`src/rtl/get_arbiter_pkg.sv`:
```
// Shared types and helpers for the round-robin FIFO get arbiter.
// Holds the FSM state encoding and modular index arithmetic.
package get_arbiter_pkg;

  typedef enum logic [0:0] {
    StIdle  = 1'b0,
    StBurst = 1'b1
  } arb_state_e;

  // Increment an index modulo n; n need not be a power of two.
  function automatic int unsigned wrap_inc(input int unsigned v, input int unsigned n);
    return (v + 1 >= n) ? 0 : v + 1;
  endfunction

endpackage

```
`src/rtl/get_arbiter_rr_pick.sv`:
```
// Combinational round-robin picker: first set request searching upward from ptr, with wrap.
// Reports the winner as one-hot and as an index, plus whether any request was set.
module get_arbiter_rr_pick #(
  parameter int unsigned NUM_REQ = 4
) (
  input  logic [NUM_REQ-1:0]         req,
  input  logic [$clog2(NUM_REQ)-1:0] ptr,
  output logic [NUM_REQ-1:0]         onehot,
  output logic [$clog2(NUM_REQ)-1:0] idx,
  output logic                       any
);

  localparam int unsigned PtrW = $clog2(NUM_REQ);

  int unsigned cand;

  always_comb begin
    onehot = '0;
    idx    = '0;
    any    = 1'b0;
    cand   = 0;
    for (int unsigned i = 0; i < NUM_REQ; i++) begin
      cand = 32'(ptr) + i;
      if (cand >= NUM_REQ) cand = cand - NUM_REQ;
      if (!any && req[cand]) begin
        any          = 1'b1;
        idx          = PtrW'(cand);
        onehot[cand] = 1'b1;
      end
    end
  end

endmodule

```
`src/rtl/get_arbiter.sv`:
```
// Round-robin arbiter of NUM_REQ requesters onto a single FIFO read port with bounded bursts.
// Issues en_get/gnt combinationally and returns per-requester data_valid READ_LAT cycles later.
module get_arbiter
  import get_arbiter_pkg::*;
#(
  parameter int unsigned NUM_REQ   = 4,
  parameter int unsigned MAX_BURST = 4,
  parameter int unsigned READ_LAT  = 1
) (
  input  logic               clk,
  input  logic               reset_n,
  input  logic [NUM_REQ-1:0] req_get,
  input  logic               empty,
  output logic               en_get,
  output logic [NUM_REQ-1:0] gnt,
  output logic [NUM_REQ-1:0] data_valid,
  output logic               busy
);

  localparam int unsigned PtrW = $clog2(NUM_REQ);
  localparam int unsigned CntW = $clog2(MAX_BURST + 1);
  localparam logic [CntW-1:0]    MaxCnt  = CntW'(MAX_BURST);
  localparam logic [CntW-1:0]    CntOne  = CntW'(1);
  localparam logic [NUM_REQ-1:0] OneHot0 = NUM_REQ'(1);

  if (NUM_REQ < 2 || NUM_REQ > 16) begin : g_bad_num_req
    $error("get_arbiter: NUM_REQ out of range 2..16");
  end
  if (MAX_BURST < 1 || MAX_BURST > 255) begin : g_bad_max_burst
    $error("get_arbiter: MAX_BURST out of range 1..255");
  end
  if (READ_LAT < 1 || READ_LAT > 4) begin : g_bad_read_lat
    $error("get_arbiter: READ_LAT out of range 1..4");
  end

  arb_state_e        state_q, state_d;
  logic [PtrW-1:0]   owner_q, owner_d;
  logic [CntW-1:0]   cnt_q, cnt_d;
  logic [PtrW-1:0]   ptr_q, ptr_d;

  logic [NUM_REQ-1:0] owner_oh;
  logic [PtrW-1:0]    owner_inc;
  logic               release_c;
  logic [NUM_REQ-1:0] pick_req;
  logic [PtrW-1:0]    pick_ptr;
  logic [NUM_REQ-1:0] pick_onehot;
  logic [PtrW-1:0]    pick_idx;
  logic               pick_any;
  logic [NUM_REQ-1:0] gnt_c;
  logic [PtrW-1:0]    gidx_c;

  logic              vld_q [READ_LAT];
  logic [PtrW-1:0]   idx_q [READ_LAT];

  assign owner_oh  = OneHot0 << owner_q;
  assign owner_inc = PtrW'(wrap_inc(32'(owner_q), NUM_REQ));
  assign release_c = (state_q == StBurst) && (!req_get[owner_q] || cnt_q == MaxCnt);

  // On release the old owner is masked out and the search starts just above it.
  always_comb begin
    pick_req = req_get;
    pick_ptr = ptr_q;
    if (release_c) begin
      pick_req = req_get & ~owner_oh;
      pick_ptr = owner_inc;
    end
  end

  get_arbiter_rr_pick #(
    .NUM_REQ (NUM_REQ)
  ) u_rr_pick (
    .req    (pick_req),
    .ptr    (pick_ptr),
    .onehot (pick_onehot),
    .idx    (pick_idx),
    .any    (pick_any)
  );

  always_comb begin
    state_d = state_q;
    owner_d = owner_q;
    cnt_d   = cnt_q;
    ptr_d   = ptr_q;
    gnt_c   = '0;
    gidx_c  = owner_q;
    case (state_q)
      StIdle: begin
        if (pick_any && !empty) begin
          gnt_c  = pick_onehot;
          gidx_c = pick_idx;
          if (MAX_BURST == 1) begin
            ptr_d = PtrW'(wrap_inc(32'(pick_idx), NUM_REQ));
          end else begin
            state_d = StBurst;
            owner_d = pick_idx;
            cnt_d   = CntOne;
          end
        end
      end
      StBurst: begin
        if (!release_c) begin
          if (!empty) begin
            gnt_c = owner_oh;
            cnt_d = cnt_q + CntOne;
          end
        end else begin
          ptr_d = owner_inc;
          if (!empty && pick_any) begin
            gnt_c   = pick_onehot;
            gidx_c  = pick_idx;
            owner_d = pick_idx;
            cnt_d   = CntOne;
          end else if (!empty && req_get[owner_q]) begin
            gnt_c = owner_oh;
            cnt_d = CntOne;
          end else begin
            state_d = StIdle;
          end
        end
      end
      default: state_d = StIdle;
    endcase
    if (!reset_n) gnt_c = '0;
  end

  assign gnt    = gnt_c;
  assign en_get = |gnt_c;
  assign busy   = (state_q == StBurst);

  always_ff @(posedge clk or negedge reset_n) begin
    if (!reset_n) begin
      state_q <= StIdle;
      owner_q <= '0;
      cnt_q   <= '0;
      ptr_q   <= '0;
    end else begin
      state_q <= state_d;
      owner_q <= owner_d;
      cnt_q   <= cnt_d;
      ptr_q   <= ptr_d;
    end
  end

  always_ff @(posedge clk or negedge reset_n) begin
    if (!reset_n) begin
      for (int unsigned i = 0; i < READ_LAT; i++) begin
        vld_q[i] <= 1'b0;
        idx_q[i] <= '0;
      end
    end else begin
      vld_q[0] <= en_get;
      idx_q[0] <= gidx_c;
      for (int unsigned i = 1; i < READ_LAT; i++) begin
        vld_q[i] <= vld_q[i-1];
        idx_q[i] <= idx_q[i-1];
      end
    end
  end

  assign data_valid = vld_q[READ_LAT-1] ? (OneHot0 << idx_q[READ_LAT-1]) : '0;

endmodule
```
`config.mk`:
```
export PLATFORM = sky130hd
export DESIGN_NAME = get_arbiter
export DESIGN_NICKNAME = d
export VERILOG_FILES = /design/src/rtl/get_arbiter_pkg.sv /design/src/rtl/get_arbiter_rr_pick.sv /design/src/rtl/get_arbiter.sv
export SDC_FILE = /design/constraint.sdc
export NUM_CORES = 1
export LEC_CHECK = 0
export ABC_AREA = 1
export CAP_MARGIN = 15
export CORE_MARGIN = 10
export CORE_UTILIZATION = 50
export DETAILED_ROUTE_END_ITERATION = 16
export HOLD_SLACK_MARGIN = 0.1
export PLACE_DENSITY = 0.73
export SLEW_MARGIN = 20
export SYNTH_ARGS = -nofsm -noshare
export SYNTH_HDL_FRONTEND = slang
export SYNTH_SLANG_ARGS = --single-unit
```
`constraint.sdc`:
```
create_clock -name clk -period 9.3 [get_ports clk]
set_clock_uncertainty 0.05 [all_clocks]
set_input_delay 2.325 -clock clk [delete_from_list [all_inputs] [get_ports clk]]
set_output_delay 2.325 -clock clk [all_outputs]
set_load 0.05 [all_outputs]
```
==> results.py, run 1 <==
metrics = {
    "sta": {
        "totalNegativeSetupSlack_ns": 0,
        "slew_viol_final": 0,
        "report.final.setup_viol": 0,
        "max-slew-margin-rel_pct": 65.1,
        "final_min_period_over_clock_period_pct": 90.0,
        "unrepaired_setup_endpoints_after_global_routing": "no",
        "max_slew.worst_pin.slew_ns": 0.522,
        "maxClockFrequency_ghz": 0.120,
        "hold_violations": 0,
        "finalCriticalPeriod_ns": 8.37,
    },
    "route": {
        "vias": 1357,
        "detail_route.vias_per_cell": 5.41,
        "avgRoutedWirePerCell_um": 13.9,
        "detailedRoute.firstPassIterationCount": 4,
        "remaining_drc_errors": 0,
        "count_of_routing_violations_after_the_opening_detailed_route_iteration": 77,
        "antenna_violating_nets_post_route": 0,
        "route.final.wire_length_um": 3500,
    },
    "clock_network": {
        "cts_post_setup_buffers_inserted": 0,
        "hold_buffer_count_at_cts": 0,
        "clock_insertion_delay_worst_skew_ns": 0.27,
        "tritoncts": "built",
        "clock-root-buffer": "sky130_fd_sc_hd__clkbuf_4",
        "postCtsResizedCells": 0,
        "cts-buffers-inserted": 3,
        "cts-root-to-sink-buffers": 2,
        "htreeDepth": 1,
        "clock_sinks": 9,
        "clk_pin_slew_worst_paths_ns": 0.07,
    },
    "die": {
        "floorplan.die_area_mm2": 0.00506,
        "die_width_um": 71.1,
        "initial_core_util_pct": 52.8,
        "top_level_port_count": 17,
        "placementRows": 18,
        "dieHeight_um": 71.1,
        "area_of_the_core_region_mm2": 0.00248,
    },
    "synth": {
        "netlist_top_cells_area": "sky130_fd_sc_hd__nand2_1 (19%), sky130_fd_sc_hd__dfrtp_1 (17%), sky130_fd_sc_hd__ha_1 (13%), sky130_fd_sc_hd__inv_1 (8.3%), sky130_fd_sc_hd__nand3_1 (8.0%)",
        "synth.yosys.warnings": 0,
        "post_synth_num_cell_types": 26,
        "netlist.top_cell.by_area": "sky130_fd_sc_hd__nand2_1",
        "synthesis.area_mm2": 0.00131,
        "postSynthAreaPerCell_um2": 6.44,
        "synthDominantCellAreaShare_pct": 19.2,
        "yosys_register_bits": 9,
        "synth_nets": 224,
        "yosysSeqAreaShare_pct": 17.2,
        "synthesis.instances": 203,
    },
    "placed_design": {
        "detailed_place.area_mm2": 0.00149,
        "port-buffer-count": 16,
        "place.detailed.instances": 247,
        "detailed_place_hpwl_um": 2800,
        "globalplace.congestion": 0.916,
    },
    "global_route": {
        "grt_util_met3_pct": 5.72,
        "grt_pass1_vias": 1405,
        "global_route.usage.total_pct": 14.1,
        "globalRoute.totalOverflow": 0,
        "grt_use_met2_pct": 23.6,
        "globalRouteMet1Util_pct": 15.8,
        "largest_net_degree_at_the_start_of_global_routing": 13,
        "most_crowded_layer_gr": "met2",
        "first_pass_grt_wire_length_um": 6090,
        "grt_antenna_before_repair": 0,
    },
    "hold_path": {
        "hold_path_class": "register to register",
        "timing.hold.worst_path_depth": 2,
    },
    "cells_and_area": {
        "filler_cell_count": 232,
        "syn2layout_area_growth_pct": 15.9,
        "nets": 243,
        "layout.cells.non_filler": 251,
        "final_cell_mix": "sky130_fd_sc_hd__nand2_1 (67), sky130_fd_sc_hd__inv_1 (29), sky130_fd_sc_hd__nand3_1 (21)",
        "mostFrequentLayoutCell": "sky130_fd_sc_hd__nand2_1",
        "seqCellArea_um2": 225,
        "antennaDiodeCount": 0,
        "post_route_cells_drive_above_1_share_pct": 14.0,
        "final_design_area_excluding_fillers_mm2": 0.00152,
        "area_of_the_multi_input_gates_um2": 946,
    },
    "critical_path": {
        "worstSetupStartpointType": "input port",
        "critical_path_arrival_ns": 5.99,
        "critPathRequiredTime_ns": 6.93,
        "critical_path.endpoint_type": "primary output",
        "worst-setup-path-type": "input port to primary output",
        "timing.critical_path.fanout_max": 11,
        "r2r_cells": 20,
    },
    "flow_run": {
        "max-cap-violations": 0,
    },
    "status": {
        "outcome": "finished clean",
    },
}
per-stage QoR:
stage / util (%) / hold slack [ns] / setup slack, ns
finish: 61.2 / 0.512 / 0.932
global placement: 60.1 / 0.466 / 1.06
detailed placement: 60.1 / 0.486 / 0.965
floorplan: - / 0.443 / 2.07
global route: 61.2 / 0.528 / 0.678
CTS: 61.2 / 0.506 / 0.961
routing by layer:
layer	share of wire, %	routed length, µm
met2	47	1630
met3	8.5	297
met1	43	1520
met5	0	0
met4	1.5	51
flip-flops by register name, indices dropped and copies added, names as in the netlist:
name / count
busy: 1
vld_q: 1
cnt_q: 3
idx_q: 2
ptr_q: 2
worst max-delay path, cell delays in order:
cell and delay (ns):
sky130_fd_sc_hd__clkdlybuf4s50_1 0.51, sky130_fd_sc_hd__nand2_1 0.08, sky130_fd_sc_hd__nand3_2 0.11, sky130_fd_sc_hd__nand3_4 0.15, sky130_fd_sc_hd__nand2_4 0.12, sky130_fd_sc_hd__nand2_1 0.11
sky130_fd_sc_hd__nand2_4 0.14, sky130_fd_sc_hd__inv_2 0.10, sky130_fd_sc_hd__ha_1 0.38, sky130_fd_sc_hd__inv_1 0.09, sky130_fd_sc_hd__nand3_2 0.09, sky130_fd_sc_hd__nand2_4 0.08
sky130_fd_sc_hd__nor2_4 0.24, sky130_fd_sc_hd__nand4_1 0.13, sky130_fd_sc_hd__nand2_1 0.11, sky130_fd_sc_hd__nand3_1 0.08, sky130_fd_sc_hd__nand2_1 0.09, sky130_fd_sc_hd__nand2_1 0.08
sky130_fd_sc_hd__nand2_1 0.07, sky130_fd_sc_hd__inv_1 0.04, sky130_fd_sc_hd__nand2_1 0.06, sky130_fd_sc_hd__clkdlybuf4s50_1 0.81
cell usage after synthesis:
master                      number
sky130_fd_sc_hd__inv_2           3
sky130_fd_sc_hd__nand3_2         8
sky130_fd_sc_hd__a21oi_1         3
sky130_fd_sc_hd__o2111ai_1       1
sky130_fd_sc_hd__nand2_1        67
sky130_fd_sc_hd__nand2_4         6
sky130_fd_sc_hd__o31ai_1         1
sky130_fd_sc_hd__o21ai_1         1
sky130_fd_sc_hd__nor3_2          1
sky130_fd_sc_hd__inv_1          29
sky130_fd_sc_hd__nor3_1          1
sky130_fd_sc_hd__nand4_2         1
sky130_fd_sc_hd__nand3_1        21
sky130_fd_sc_hd__nand4_1         5
sky130_fd_sc_hd__buf_6           1
sky130_fd_sc_hd__dfrtp_1         9
sky130_fd_sc_hd__nand3_4         1
sky130_fd_sc_hd__nor2_1         13
sky130_fd_sc_hd__xor2_1          1
sky130_fd_sc_hd__o22ai_1         1
sky130_fd_sc_hd__nand3b_1        2
sky130_fd_sc_hd__nor2_4          1
sky130_fd_sc_hd__ha_1           14
sky130_fd_sc_hd__o21ai_0         4
sky130_fd_sc_hd__buf_2           1
sky130_fd_sc_hd__nand2_2         7
cells by family (layout without fill, tap and decap cells):
family                     after synthesis  in the layout  share of synthesized area, %
DFF                                      9              9                          17.2
adders and majority gates               14             14                          13.4
AOI/OAI and AO/OA                       11             11                          4.78
buffers and inverters                   34             52                          10.4
xor gates and xnor gates                 1              1                         0.670
and+or+nand+nor                        134            134                          53.5
worst paths after layout:
check                                start        to  slack (ns)
min in group asynchronous          reset_n  idx_q[1]        2.35
max in group asynchronous          reset_n      busy        6.50
worst min register to register    ptr_q[1]  ptr_q[1]        0.51
worst max-delay path            req_get[1]    en_get        0.93
worst min-delay path              ptr_q[1]  ptr_q[1]        0.51
worst max register to register    cnt_q[0]  cnt_q[2]        6.23
layout make-up:
| cell class | count | share of cell area [%] |
|---|---|---|
| multi-input combinational | 160 | 62.4 |
| sequential | 9 | 14.9 |
| timing repair buffer | 16 | 10.6 |
| inverter | 32 | 7.93 |
| tap | 30 | 2.48 |
| clock buffer | 4 | 1.73 |
Power of run 1 is not shown: default switching activity piles up to over one toggle a cycle in this logic, so the estimate is an artifact.
==> inputs of run 2 (changes only) <==
--- a/config.mk
+++ b/config.mk
@@ -11,7 +11,7 @@
 export CORE_UTILIZATION = 50
 export DETAILED_ROUTE_END_ITERATION = 16
 export HOLD_SLACK_MARGIN = 0.1
-export PLACE_DENSITY = 0.73
+export PLACE_DENSITY = 0.75
 export SLEW_MARGIN = 20
 export SYNTH_ARGS = -nofsm -noshare
 export SYNTH_HDL_FRONTEND = slang
==> run 2 against run 1 <==
Flip-flop and latch count unchanged. Design area did not move. Setup slack gained 0.054 ns. Die area is the same. Via count shrank 0.96%. Critical path depth unchanged. First-iteration DRC count rose by 23%. Routed wire length shrank 5.2%. Critical path type unchanged. Critical endpoint unchanged.
==> results.py, run 2 (synthesized netlist as in run 1, its figures left out) <==
metrics = {
    "flow_run": {
        "max-cap-violations": 0,
    },
    "critical_path": {
        "critical_path_arrival_ns": 5.94,
        "path_buf_inv": 5,
        "critical-path-top-delay-family": "simple AND/OR/NAND/NOR gates",
        "critical_path.endpoint_type": "primary output",
        "worst-setup-path-type": "input port to primary output",
        "worst_path_max_delay_cell": "sky130_fd_sc_hd__clkdlybuf4s50_1",
        "critPathRequiredTime_ns": 6.93,
        "crit_top_cell": "sky130_fd_sc_hd__nand2_1",
        "worstSetupStartpointType": "input port",
        "worstPathCellList": "clkdlybuf4s50_1, nand2_1, nand3_2, nand3_4, nand2_4, nand2_1, nand2_4, inv_2, ha_1, inv_1, nand3_2, nand2_4, nor2_4, nand4_1, nand2_1, nand3_1, nand2_1, nand2_1, nand2_1, inv_1, nand2_1, clkdlybuf4s50_1",
        "worst_reg2reg_setup_slack_ns": 6.26,
        "timing.critical_path.fanout_max": 11,
        "critical-path-max-stage-delay_ns": 0.80,
    },
    "route": {
        "remaining_drc_errors": 0,
        "route.final.wire_length_um": 3320,
        "detailedRoute.firstPassIterationCount": 4,
        "count_of_routing_violations_after_the_opening_detailed_route_iteration": 95,
        "avgRoutedWirePerCell_um": 13.2,
        "antenna_violating_nets_post_route": 0,
        "detail_route.vias_per_cell": 5.35,
        "vias": 1344,
    },
    "cells_and_area": {
        "filler_cell_count": 247,
        "nets": 243,
        "syn2layout_area_growth_pct": 15.9,
        "reg_top3": "cnt_q: 3 flops, idx_q: 2 flops, ptr_q: 2 flops",
        "layout.cells.non_filler": 251,
        "final_design_area_excluding_fillers_mm2": 0.00152,
        "area_of_the_multi_input_gates_um2": 946,
        "seqCellArea_um2": 225,
        "post_route_cells_drive_above_1_share_pct": 14.0,
        "largest-register": "cnt_q",
        "largest_register_ffs": 3,
        "mostFrequentLayoutCell": "sky130_fd_sc_hd__nand2_1",
        "antennaDiodeCount": 0,
        "final_cell_mix": "sky130_fd_sc_hd__nand2_1 (67), sky130_fd_sc_hd__inv_1 (29), sky130_fd_sc_hd__nand3_1 (21)",
    },
    "die": {
        "dieHeight_um": 71.1,
        "placementRows": 18,
        "top_level_port_count": 17,
        "floorplan.die_area_mm2": 0.00506,
        "die_width_um": 71.1,
        "area_of_the_core_region_mm2": 0.00248,
        "initial_core_util_pct": 52.8,
    },
    "sta": {
        "maxClockFrequency_ghz": 0.120,
        "report.final.setup_viol": 0,
        "max-slew-margin-rel_pct": 63.6,
        "finalCriticalPeriod_ns": 8.31,
        "totalNegativeSetupSlack_ns": 0,
        "hold_violations": 0,
        "max_slew.worst_pin.slew_ns": 0.545,
        "final.hold.worst_slack_ns": 0.487,
        "slew_viol_final": 0,
        "final_min_period_over_clock_period_pct": 89.4,
        "unrepaired_setup_endpoints_after_global_routing": "no",
    },
    "global_route": {
        "first_pass_grt_wire_length_um": 5950,
        "largest_net_degree_at_the_start_of_global_routing": 13,
        "globalRoute.totalOverflow": 0,
        "grt_antenna_before_repair": 0,
        "global_route.usage.total_pct": 13.6,
        "grt_pass1_vias": 1360,
    },
    "status": {
        "outcome": "finished clean",
    },
    "placed_design": {
        "place.detailed.instances": 247,
        "detailed_place.area_mm2": 0.00149,
        "globalplace.congestion": 0.921,
        "port-buffer-count": 16,
        "detailed_place_hpwl_um": 2720,
    },
    "clock_network": {
        "hold_buffer_count_at_cts": 0,
        "clock_sinks": 9,
        "clock-root-buffer": "sky130_fd_sc_hd__clkbuf_4",
        "clock_insertion_delay_worst_skew_ns": 0.28,
        "tritoncts": "built",
        "cts-root-to-sink-buffers": 2,
        "cts_post_setup_buffers_inserted": 0,
        "clk_pin_slew_worst_paths_ns": 0.06,
        "htreeDepth": 1,
        "postCtsResizedCells": 0,
        "cts-buffers-inserted": 3,
    },
    "hold_path": {
        "hold_path_class": "register to register",
    },
}
-- run 2: cell counts in the layout (fill, tap and decap cells not counted) --
No cell type changed its count.
-- run 2: path summary, 6_finish.rpt --
check	cells past startpoint	end	startpoint
min in group asynchronous	1	cnt_q[0]	reset_n
hold reg to reg	2	ptr_q[1]	ptr_q[1]
hold / removal	2	ptr_q[1]	ptr_q[1]
setup reg to reg	20	cnt_q[2]	cnt_q[0]
max in group asynchronous	1	ptr_q[1]	reset_n
setup / recovery	22	en_get	req_get[1]
-- run 2: stage by stage --
stage	worst slack, ns	util (%)
final	0.986	61.2
after global routing	0.688	61.2
after CTS	0.993	61.2
after detailed placement	1.01	60.1
after global placement	1.08	60.1
after floorplan	2.07	-
-- run 2: layout make-up --
cell class | count | area share, %
repair buffers | 16 | 10.6
flip-flops and latches | 9 | 14.9
multi-input cells | 160 | 62.4
clock buffers | 4 | 1.73
well taps | 30 | 2.48
inverters | 32 | 7.93
-- run 2: worst register-to-register path, delay by kind of cell (launching register included) --
kind / cells / cell delay [ns]
simple gates: 12 / 1.38
compound gates: 1 / 0.07
buf+inv: 4 / 0.37
fa+ha+maj: 2 / 0.53
flops: 1 / 0.38
xor+xnor: 1 / 0.14
-- run 2: per-layer routing --
layer / vias up / wire [µm] / GRT usage [%]
met2: 54 / 1530 / 22.9
met4: 0 / 37 / 4.09
met5: - / 0 / 0
met3: 4 / 252 / 4.04
li1: 682 / - / -
met1: 604 / 1490 / 16.0
Power of run 2 is left out for the same reason.
==> RTL edit: new RTL, settings of run 2 <==
Set the parameter `READ_LAT` to 2 (it was 1).
--- a/src/rtl/get_arbiter.sv
+++ b/src/rtl/get_arbiter.sv
@@ -5,7 +5,7 @@
 #(
   parameter int unsigned NUM_REQ   = 4,
   parameter int unsigned MAX_BURST = 4,
-  parameter int unsigned READ_LAT  = 1
+  parameter int unsigned READ_LAT  = 2
 ) (
   input  logic               clk,
   input  logic               reset_n,
Function: changed (a bounded check fails within 4 cycles, from zero or initial values and one cycle with reset_n low).
==> RTL edit against run 2 <==
- maximum frequency rose by 1.1%
- sequential share of layout area grew 3.2 points
- routed wire length down 8.8%
- worst setup slack improved by 0.090 ns
- non-clock buffer count stayed put
- design area increased by 9.7%
- synthesized area up 11%
- register-to-register slack improved by 0.07 ns
- sequential cell count increased by 3
- highest routed layer unchanged
Power is left out: the tool's default activity adds up to more than one toggle a clock period on the data nets, which glitch-free logic cannot reach.
==> RTL edit: results (changes against run 2) <==
run_status:
  status: "completed"  # unchanged
yosys:
  async_flop_share: 1.00  # unchanged
  synth_cell_types: 28  # was 26
  synth_fp_nets: 231  # was 224
  ys_seq_area_frac: 0.207  # was 0.172
  yosysWarningCount: 0  # unchanged
  dominantRegCellSynth: "dfrtp_1"  # unchanged
  yosys-top-cells-count: "61 x nand2_1, 33 x inv_1, 20 x nand3_1"  # was 67 x nand2_1, 29 x inv_1, 21 x nand3_1
  yosys-top-cells-area: "dfrtp_1 21%, nand2_1 16%, ha_1 12%, inv_1 8.5%, nand3_1 6.9%"  # was nand2_1 19%, dfrtp_1 17%, ha_1 13%, inv_1 8.3%, nand3_1 8.0%
min_path:
  hp-start: "vld_q[1]"  # was ptr_q[1]
  worstHoldPathCells: 0  # was 2
  worst_hold_path_type: "reg2reg"  # unchanged
  holdPathEnd: "vld_q[0]"  # was ptr_q[1]
routing:
  post_drt_wl_per_cell_um: 11.7  # was 13.2 um
  drtIter0Drc: 55  # was 95
  postRouteAntennaNets: 0  # unchanged
  via_count: 1306  # was 1,344
  dr.pass1.iters: 4  # unchanged
clock_network:
  clockBufferDepth: 2  # unchanged
  clk_latency_ns: 0.28  # about the same
  cts_resized: 0  # unchanged
  cts_setup_buffers: 0  # unchanged
  path_clk_slew_ns: 0.08  # was 0.06 ns
  h-tree-depth: 1  # unchanged
  numCtsBuffers: 3  # unchanged
  root_buffer: "clkbuf_4"  # unchanged
setup_path:
  critPathArrivalTime_ns: 5.85  # was 5.94 ns
  crit_fanout: 10  # was 11
  rr_startpoint: "idx_q[2]"  # was cnt_q[0]
  timing.rr.end: "vld_q[1]"  # was cnt_q[2]
  crit_start: "req_get[1]"  # unchanged
  cp_slowest_cell: "clkdlybuf4s50_1"  # unchanged
  reg2reg_depth: 22  # was 20
  max_stage_delay_ns: 0.81
  rrSetupSlack_ns: 6.33  # was 6.26 ns
placement:
  dp_hpwl_mm: 2.53  # was 2.72 mm
  gp_congestion: 0.832  # was 0.921
  port_buffers: 16  # unchanged
final_layout:
  drive_above_1_share: 0.159  # was 0.140
  num_antenna_cells: 0  # unchanged
  nNetsFinal: 249  # was 243
  reg_top3: "idx_q: 4 flops, cnt_q: 3 flops"  # was cnt_q: 3 flops, idx_q: 2 flops, ptr_q: 2 flops
  fillers: 268  # was 247
grt:
  grt_usage: 0.115  # was 0.136
  antenna_found_initial: 0  # unchanged
  grt_pass1_wl_mm: 5.13  # was 5.95 mm
  grt_max_degree: 17  # was 13
  grt_pass1_vias: 1185  # was 1,360
timing:
  drv_slew: 0  # unchanged
  worstMarginPinSlew_ns: 0.663  # was 0.545 ns
  fin_hold_ws_ns: 0.332  # was 0.487 ns
[RTL edit: cell types whose count changed after synthesis, moves of 3 or more]
cell            run 2  this run
nor3_1              1         5
dfrtp_1             9        12
nand2_1            67        61
inv_1              29        33
[RTL edit: layer usage]
| metal | GRT usage | vias up | wire length, um |
|---|---|---|---|
| met3 | 0.0242 | 2 | 208 |
| met1 | 0.145 | 570 | 1490 |
| met4 | 0.0435 | 0 | 34 |
| li1 | - | 701 | - |
| met5 | 0 | - | 0 |
| met2 | 0.185 | 33 | 1290 |
[RTL edit: how the worst max path moves through the flow]
stage                     endpoint  slack (ns)
after floorplan             en_get        2.38
after global placement      en_get        1.14
after detailed placement    en_get        1.06
after CTS                   en_get        1.05
after global routing        en_get        0.74
final                       en_get        1.08
[RTL edit: final cells by class]
| cell class | instances | area share |
|---|---|---|
| multi-input cells | 158 | 0.593 |
| flip-flops and latches | 12 | 0.181 |
| repair buffers | 16 | 0.0964 |
| inverters | 37 | 0.0851 |
| well taps | 31 | 0.0233 |
| clock buffers | 4 | 0.0218 |
[RTL edit: critical path: cells and delay by family]
family / cells / cell delay (ns)
adder cells (fa/ha/maj): 1 / 0.33
buffers and inverters: 6 / 1.60
AND/OR/NAND/NOR: 16 / 1.57
[RTL edit: cells by family (layout without fill, tap and decap cells)]
family          count (synthesis)  in the layout  synth area share
compound gates                 11             11            0.0466
simple gates                  132            132             0.506
xor+xnor                        1              1           0.00604
flops                          12             12             0.207
fa+ha+maj                      14             14             0.121
buf+inv                        40             57             0.114
[RTL edit: metrics by stage]
| step | std cells | util | cell area, um2 | setup slack, ns |
|---|---|---|---|---|
| 2_1_floorplan | 210 | - | 1450 | 2.38 |
| 3_3_place_gp | 254 | 0.589 | 1630 | 1.14 |
| 3_5_place_dp | 254 | 0.589 | 1630 | 1.06 |
| 4_1_cts | 258 | 0.603 | 1660 | 1.05 |
| 5_1_grt | 258 | 0.603 | 1660 | 0.738 |
| 6_report | 258 | 0.603 | 1660 | 1.08 |
